[config.mk]
export PLATFORM = sky130hd
export DESIGN_NAME = ram_sp_init_flat
export DESIGN_NICKNAME = d
export VERILOG_FILES = /design/src/rtl/ram_pkg.sv /design/src/rtl/ram_sp_init_if.sv /design/src/rtl/ram_parity_gen.sv /design/src/rtl/ram_sp_init.sv /design/src/flat_wrapper.sv
export SDC_FILE = /design/constraint.sdc
export NUM_CORES = 1
export LEC_CHECK = 0
export BUFFER_PORTS_ARGS = -buffer_cell sky130_fd_sc_hd__buf_2
export CAP_MARGIN = 30
export CELL_PAD_IN_SITES_DETAIL_PLACEMENT = 1
export CELL_PAD_IN_SITES_GLOBAL_PLACEMENT = 1
export CORE_ASPECT_RATIO = 1.4
export CORE_MARGIN = 8
export CORE_UTILIZATION = 25
export DETAILED_ROUTE_END_ITERATION = 16
export PLACE_DENSITY = 0.55
export SLEW_MARGIN = 10
export SYNTH_ARGS = -nofsm -noshare
export SYNTH_HDL_FRONTEND = slang
export SYNTH_HIERARCHICAL = 1
export SYNTH_SLANG_ARGS = --single-unit
export TNS_END_PERCENT = 1
[constraint.sdc]
create_clock -name clk -period 2.4 [get_ports clk]
set_input_delay 0.24 -clock clk [delete_from_list [all_inputs] [get_ports clk]]
set_output_delay 0.24 -clock clk [all_outputs]
set_load 0.05 [all_outputs]
[src/rtl/ram_pkg.sv]
// ram_pkg: shared types and constants for the ram_sp_init storage block.
package ram_pkg;

    localparam int BYTE_W = 8;

    typedef enum logic [0:0] {
        ST_INIT = 1'b0,
        ST_IDLE = 1'b1
    } ram_state_e;

endpackage

[src/rtl/ram_sp_init_if.sv]
// ram_sp_init_if: request/response bundle between a datapath master and ram_sp_init.
interface ram_sp_init_if #(
    parameter int DATA_W = 8,
    parameter int ADDR_W = 3
);
    localparam int BE_W = DATA_W / 8;

    logic              clr;
    logic              req;
    logic              wr;
    logic [ADDR_W-1:0] addr;
    logic [DATA_W-1:0] wr_data;
    logic [BE_W-1:0]   be;
    logic              ready;
    logic              busy;
    logic              rd_valid;
    logic [DATA_W-1:0] rd_data;
    logic              par_err;

    modport master (
        output clr, req, wr, addr, wr_data, be,
        input  ready, busy, rd_valid, rd_data, par_err
    );

    modport slave (
        input  clr, req, wr, addr, wr_data, be,
        output ready, busy, rd_valid, rd_data, par_err
    );

endinterface

[src/rtl/ram_parity_gen.sv]
// ram_parity_gen: combinational even-parity bit per byte of a data word.
module ram_parity_gen
    import ram_pkg::*;
#(
    parameter int DATA_W = 8
) (
    input  logic [DATA_W-1:0]        data,
    output logic [DATA_W/BYTE_W-1:0] par
);
    localparam int BE_W = DATA_W / BYTE_W;

    for (genvar i = 0; i < BE_W; i++) begin : g_byte
        assign par[i] = ^data[i*BYTE_W +: BYTE_W];
    end

endmodule

[src/rtl/ram_sp_init.sv]
// ram_sp_init: single-port RAM, byte enables, 1-cycle registered read, zero-fill after reset/clr.
// Define RAM_PARITY_EN to store per-byte even parity and flag mismatches on read.
module ram_sp_init
    import ram_pkg::*;
#(
    parameter int DATA_W = 8,
    parameter int ADDR_W = 3
) (
    input  logic         clk,
    input  logic         rst,
    ram_sp_init_if.slave bus
);
    localparam int BE_W  = DATA_W / BYTE_W;
    localparam int DEPTH = 2**ADDR_W;
    localparam logic [ADDR_W-1:0] PTR_LAST = ADDR_W'(DEPTH - 1);
    localparam logic [0:0] S_INIT = ST_INIT;
    localparam logic [0:0] S_IDLE = ST_IDLE;

    logic [0:0]        state;
    logic [ADDR_W-1:0] ptr;
    logic [DATA_W-1:0] mem [DEPTH];
    logic              acc, wr_acc, rd_acc;
    logic              rd_valid_q;
    logic [DATA_W-1:0] rd_data_q;

    // clr takes priority over a request presented in the same cycle
    assign bus.ready    = (state == S_IDLE) && !bus.clr;
    assign bus.busy     = (state == S_INIT);
    assign acc          = bus.req && bus.ready;
    assign wr_acc       = acc && bus.wr;
    assign rd_acc       = acc && !bus.wr;
    assign bus.rd_valid = rd_valid_q;
    assign bus.rd_data  = rd_data_q;

    always_ff @(posedge clk) begin
        if (rst || bus.clr) begin
            state <= S_INIT;
            ptr   <= '0;
        end else if (state == S_INIT) begin
            if (ptr == PTR_LAST)
                state <= S_IDLE;
            else
                ptr <= ptr + 1'b1;
        end
    end

    always_ff @(posedge clk) begin
        if (!rst) begin
            if (state == S_INIT) begin
                mem[ptr] <= '0;
            end else if (wr_acc) begin
                for (int i = 0; i < BE_W; i++)
                    if (bus.be[i])
                        mem[bus.addr][i*BYTE_W +: BYTE_W] <= bus.wr_data[i*BYTE_W +: BYTE_W];
            end
        end
    end

    always_ff @(posedge clk) begin
        if (rst) begin
            rd_valid_q <= 1'b0;
            rd_data_q  <= '0;
        end else begin
            rd_valid_q <= rd_acc;
            if (rd_acc)
                rd_data_q <= mem[bus.addr];
        end
    end

`ifdef RAM_PARITY_EN
    logic [BE_W-1:0] par_mem [DEPTH];
    logic [BE_W-1:0] wr_par, rd_par, par_q;

    ram_parity_gen #(.DATA_W(DATA_W)) u_wr_par (.data(bus.wr_data), .par(wr_par));
    ram_parity_gen #(.DATA_W(DATA_W)) u_rd_par (.data(rd_data_q),   .par(rd_par));

    // a zero byte has even parity 0, so fill clears parity alongside data
    always_ff @(posedge clk) begin
        if (!rst) begin
            if (state == S_INIT) begin
                par_mem[ptr] <= '0;
            end else if (wr_acc) begin
                for (int i = 0; i < BE_W; i++)
                    if (bus.be[i])
                        par_mem[bus.addr][i] <= wr_par[i];
            end
        end
    end

    always_ff @(posedge clk) begin
        if (rst)
            par_q <= '0;
        else if (rd_acc)
            par_q <= par_mem[bus.addr];
    end

    assign bus.par_err = rd_valid_q && (rd_par != par_q);
`else
    assign bus.par_err = 1'b0;
`endif

endmodule

[src/flat_wrapper.sv]
// flat-port wrapper written by rule: the top's interface ports become plain ports
module ram_sp_init_flat import ram_pkg::*;
#(
    parameter int DATA_W = 8,
    parameter int ADDR_W = 3
)
  (clk, rst, bus_clr, bus_req, bus_wr, bus_addr, bus_wr_data, bus_be, bus_ready, bus_busy, bus_rd_valid, bus_rd_data, bus_par_err);
  ram_sp_init_if #(.DATA_W(DATA_W), .ADDR_W(ADDR_W)) bus_i ();
  input  logic clk;
  input  logic rst;
  input wire logic [$bits(bus_i.clr)-1:0] bus_clr;
  input wire logic [$bits(bus_i.req)-1:0] bus_req;
  input wire logic [$bits(bus_i.wr)-1:0] bus_wr;
  input wire logic [$bits(bus_i.addr)-1:0] bus_addr;
  input wire logic [$bits(bus_i.wr_data)-1:0] bus_wr_data;
  input wire logic [$bits(bus_i.be)-1:0] bus_be;
  output wire logic [$bits(bus_i.ready)-1:0] bus_ready;
  output wire logic [$bits(bus_i.busy)-1:0] bus_busy;
  output wire logic [$bits(bus_i.rd_valid)-1:0] bus_rd_valid;
  output wire logic [$bits(bus_i.rd_data)-1:0] bus_rd_data;
  output wire logic [$bits(bus_i.par_err)-1:0] bus_par_err;
  assign bus_i.clr = bus_clr;
  assign bus_i.req = bus_req;
  assign bus_i.wr = bus_wr;
  assign bus_i.addr = bus_addr;
  assign bus_i.wr_data = bus_wr_data;
  assign bus_i.be = bus_be;
  assign bus_ready = bus_i.ready;
  assign bus_busy = bus_i.busy;
  assign bus_rd_valid = bus_i.rd_valid;
  assign bus_rd_data = bus_i.rd_data;
  assign bus_par_err = bus_i.par_err;
  ram_sp_init #(.DATA_W(DATA_W), .ADDR_W(ADDR_W)) u_core (.clk(clk), .rst(rst), .bus(bus_i));
endmodule
* After elaboration in Yosys (flattened, before gate mapping) *
Memories as Yosys holds them, arrays and structs flattened. A register that Yosys moved wholly into a read port is not among the register bits.
Cells that the tools add are included.

storage, ports and cells
  input bits = 17
  output and inout bits = 12
  bits in writable memories = 64
  logic and storage cells = 30
  bits in registers = 5
  memories kept = 1

memory list
  name        words  width  read ports  clocked after Yosys merged registers in  wr ports  RTL line           RTL
  u_core.mem  8      8      1           1                                        1         ram_sp_init.sv:21  logic [DATA_W-1:0] mem [DEPTH];

cells by class
  equality and inequality tests = 1
  multiplexer cells = 13
  bitwise operators = 2
  reductions and logical operators = 9
  add/sub/neg operators = 1

operators with widths
  operator               count
  $mux W1                11
  $mux W8                1
  $reduce_or A8 Y1       1
  $logic_and A1 B1 Y1    4
  $add A3 B1 Y3 const B  1
  $eq A3 B3 Y1 const B   1
  $mux W3                1
  $logic_not A1 Y1       2
  $not A1 Y1             2
  $reduce_and A2 Y1      1
  $logic_or A1 B1 Y1     1

* Depth between registers and ports, before layout *
  word-level depth = 10
  gate-level depth with buffers = 5
  depth with buffers taken out = 5

* Worst setup path before layout *
OpenSTA, ideal clock, no wires.

  kind = register to register
  from = register u_core.state
  to = memory u_core.mem[5][0], enable pin
  setup time = 0.384 ns
  setup slack = 0.412 ns
  data arrival time = 1.604 ns
  stages on the path, launching flop included = 5
  clock period less this slack = 1.988 ns
  data required time = 2.016 ns
  path through = dfxtp_1 inv_2 nor4_4 mux2i_1 o21ai_0

on the way
  longest elaborated chain between the ends = 9
  elaborated cells between the ends (all ways) = 13
  those cells by class = 9 x mux; 4 x reduce/logical

ends and longest elaborated chain
  what                                                        RTL line           RTL
  from (decl)                                                 ram_sp_init.sv:19  logic [0:0] state;
  from (signal assigned)                                      ram_sp_init.sv:37  state <= S_INIT;
  from (signal assigned)                                      ram_sp_init.sv:41  state <= S_IDLE;
  $logic_and A1 B1 Y1                                         ram_sp_init.sv:27  assign bus.ready = (state == S_IDLE) && !bus.clr;
  $logic_and A1 B1 Y1                                         ram_sp_init.sv:29  assign acc = bus.req && bus.ready;
  $logic_and A1 B1 Y1                                         ram_sp_init.sv:30  assign wr_acc = acc && bus.wr;
  $mux W1                                                     ram_sp_init.sv:51  end else if (wr_acc) begin
  $mux W1                                                     ram_sp_init.sv:49  if (state == S_INIT) begin
  $mux W1                                                     ram_sp_init.sv:48  if (!rst) begin
  $mux W1 (not written as such)                               ram_sp_init.sv:54  mem[bus.addr][i*BYTE_W +: BYTE_W] <= bus.wr_data[i*BYTE_W +: BYTE_W];
  $reduce_or A8 Y1 (no source line)                           n/a
  $mux W3 (no source line) / $mux W1 (equally long branches)  n/a
  to (decl)                                                   ram_sp_init.sv:21

Parallel ways exist; a longest one is shown, timed or not.

* Final worst setup path *
  from = register u_core.state
  to = memory u_core.mem[7][4], enable pin

The elaborated chain is that of the path after synthesis.

==> reports/qor.csv <==
metric;value;unit
holdPathEnd;u_core/ptr[1];
syn2layout_area_growth;21.4;%
place.gp.congestion;0.746;
postRouteAntennaNets;0;
fp.dieW;111;um
rr_endpoint;u_core/mem[7][4];
r2r_slack;0.55;ns
drc;0;
core_area;12300;um2
cpMostUsedCell;buf_4;
clockRootBuffer;clkbuf_16;
synth_area_leaders;edfxtp_1 61%, mux2i_1 11%, dfxtp_1 8.3%;
insertion_delay;0.33;ns
drt-initial-drc-count;127;
reg2reg_depth;6;
tightest_slew;0.660;ns
cts_tree;done;
relSlewSlack;55.8;%
finalSetupViolations;0;
drtPass1Iterations;4;
yosysTopAreaCell;edfxtp_1;
period_minus_slack;1.85;ns
max_freq;541;MHz
ys_seq_area_share;69.3;%
path_buf_inv;3;
synth.avg_cell_area;15.4;um2
cp_slowest_stage_delay;0.38;ns
power.density;765;nW/um2
skew;0.00478;ns
p_leak;0.00132;uW
ir_worst_vdd;0.315;mV
crit_arrival;1.89;ns
path_cells;inv_2 -> nor4_4 -> buf_4 -> a22oi_2 -> o21ai_1 -> buf_4;
cp.required;2.44;ns
routed_wirelength;7.60;mm
min_path_cells;2;
place_area;3530;um2
worstSetupPathType;flop to flop;
layout.nets;264;
die_area;16500;um2
routedWlPerCell;19.0;um
grt_pass1_vias;2083;
cts_resized;0;
portBuffers;27;
clkTransAtPathRegs;0.05;ns
grt_pass1_wl;11.9;mm
fin_setup_tns;0;ns
start_util;25.6;%
path_max_fanout;21;
cts_buffers;9;
drive_above_1_share;24.4;%
synth_edf_count;64;
htreeDepth;3;
min_path_type;input port to flop;
synth_nets;223;
design.portCount;29;
vias;1861;
ys_warn_count;6;
cap_viol_max_count;0;
grt_max_degree;25;
run_status;finished clean;
grt.overflow.total;0;
async_reset_ff_share;0;%
syn_area;3150;um2
hold_violations;0;
dpl.hpwl;5.31;mm
antenna_found_initial;0;
grt_usage;9.57;%
viasPerCell;4.65;
synth.distinct_cells;29;
die_y;149;um
synth_top_area_share;61.0;%
post_cts_buffers;0;
cts_buffer_depth;2;
synth_ff_type;edfxtp_1;
crit_path_start_kind;flop;
end_kind;flop;
hp-start;bus_clr;
final_area;3820;um2
synth-seq-cells;77;
slew_violations;0;
rsz0062_at_grt;no;
diodes;0;
regToRegStartpoint;u_core/state;
placementRows;48;
cts_hold_buf;0;
crit_family;buffers and inverters;
numClockSinks;77;
fin_crit_sh;77.0;%
synthCells;204;
critPathSlowestCell;dfxtp_1;
[per-stage QoR]
| step | instances | total power [uW] | util, % | hold WS (ns) | setup WS (ns) |
|---|---|---|---|---|---|
| 6_report | 400 | 2930 | 31.1 | 0.195 | 0.553 |
| 5_1_grt | 400 | 3010 | 31.1 | 0.203 | 0.440 |
| 4_1_cts | 400 | 2950 | 31.1 | 0.186 | 0.534 |
| 3_5_place_dp | 384 | 1600 | 28.6 | 0.456 | 0.555 |
| 3_3_place_gp | 384 | 1600 | 28.6 | 0.452 | 0.619 |
| 2_1_floorplan | 204 | 1550 | - | 0.317 | 0.412 |
[cell type report]
| cell class | instances | area, um2 |
|---|---|---|
| Fill cell | 1295 | 8490 |
| Sequential cell | 77 | 2180 |
| Multi-Input combinational cell | 111 | 873 |
| Timing Repair Buffer | 44 | 275 |
| Clock buffer | 15 | 268 |
| Tap cell | 150 | 188 |
| Clock inverter | 1 | 30.0 |
| Inverter | 2 | 7.51 |
[placed cells by master (no fill, tap or decap), types with 5 or more instances in the layout]
cell and count:
a22oi_1 16, a32o_1 8, and2_1 9, buf_2 27, buf_4 16, clkbuf_16 9, dfxtp_1 13, edfxtp_1 64
mux2i_1 35, nand2_1 5, nand3_1 5
[where the power goes]
part           internal, uW  total, uW  switching (uW)
clock network           863       1350             489
registers              1450       1450            6.40
logic                  46.0        119            73.4
[synthesized netlist by cell type (all sizes together), types with 5 or more instances]
library cell / instances
a32o: 8
dfxtp: 13
and2: 9
nor2: 5
edfxtp: 64
a22oi: 17
nand2: 5
nand3: 5
buf: 14
mux2i: 35
[metal layers]
layer	track usage, %	wire [um]
met5	0	0
met1	10.7	3380
met2	15.8	3700
met3	2.82	323
met4	5.90	192
[flip-flops by register name, summed over array words and instances (netlist names)]
| signal | count |
|---|---|
| u_core/bus.rd_data | 8 |
| u_core/bus.rd_valid | 1 |
| u_core/mem | 64 |
| u_core/ptr | 3 |
| u_core/state | 1 |
[logic make-up (layout without fill, tap and decap cells)]
kind of cell / count (synthesis) / in the layout / share of synthesized area [%]
flip-flops: 77 / 77 / 69.3
other: 1 / 1 / 0.119
AND/OR/NAND/NOR: 35 / 35 / 6.56
AO/OA/AOI/OAI: 37 / 37 / 8.86
adder cells (fa/ha/maj): 2 / 2 / 0.794
buffers and inverters: 16 / 62 / 2.98
multiplexers: 35 / 35 / 11.1
XOR/XNOR: 1 / 1 / 0.278
[worst max path at each step]
stage / start / end / slack [ns] / depth (start not counted)
floorplan: u_core/state / u_core/mem[5][0] / 0.41 / 4
global placement: u_core/state / u_core/mem[6][2] / 0.62 / 6
detailed placement: u_core/state / u_core/mem[7][5] / 0.56 / 6
CTS: u_core/state / u_core/mem[7][4] / 0.53 / 6
global route: u_core/state / u_core/mem[3][1] / 0.44 / 6
finish: u_core/state / u_core/mem[7][4] / 0.55 / 6
Note: power is estimated with default switching activity, not from simulation.
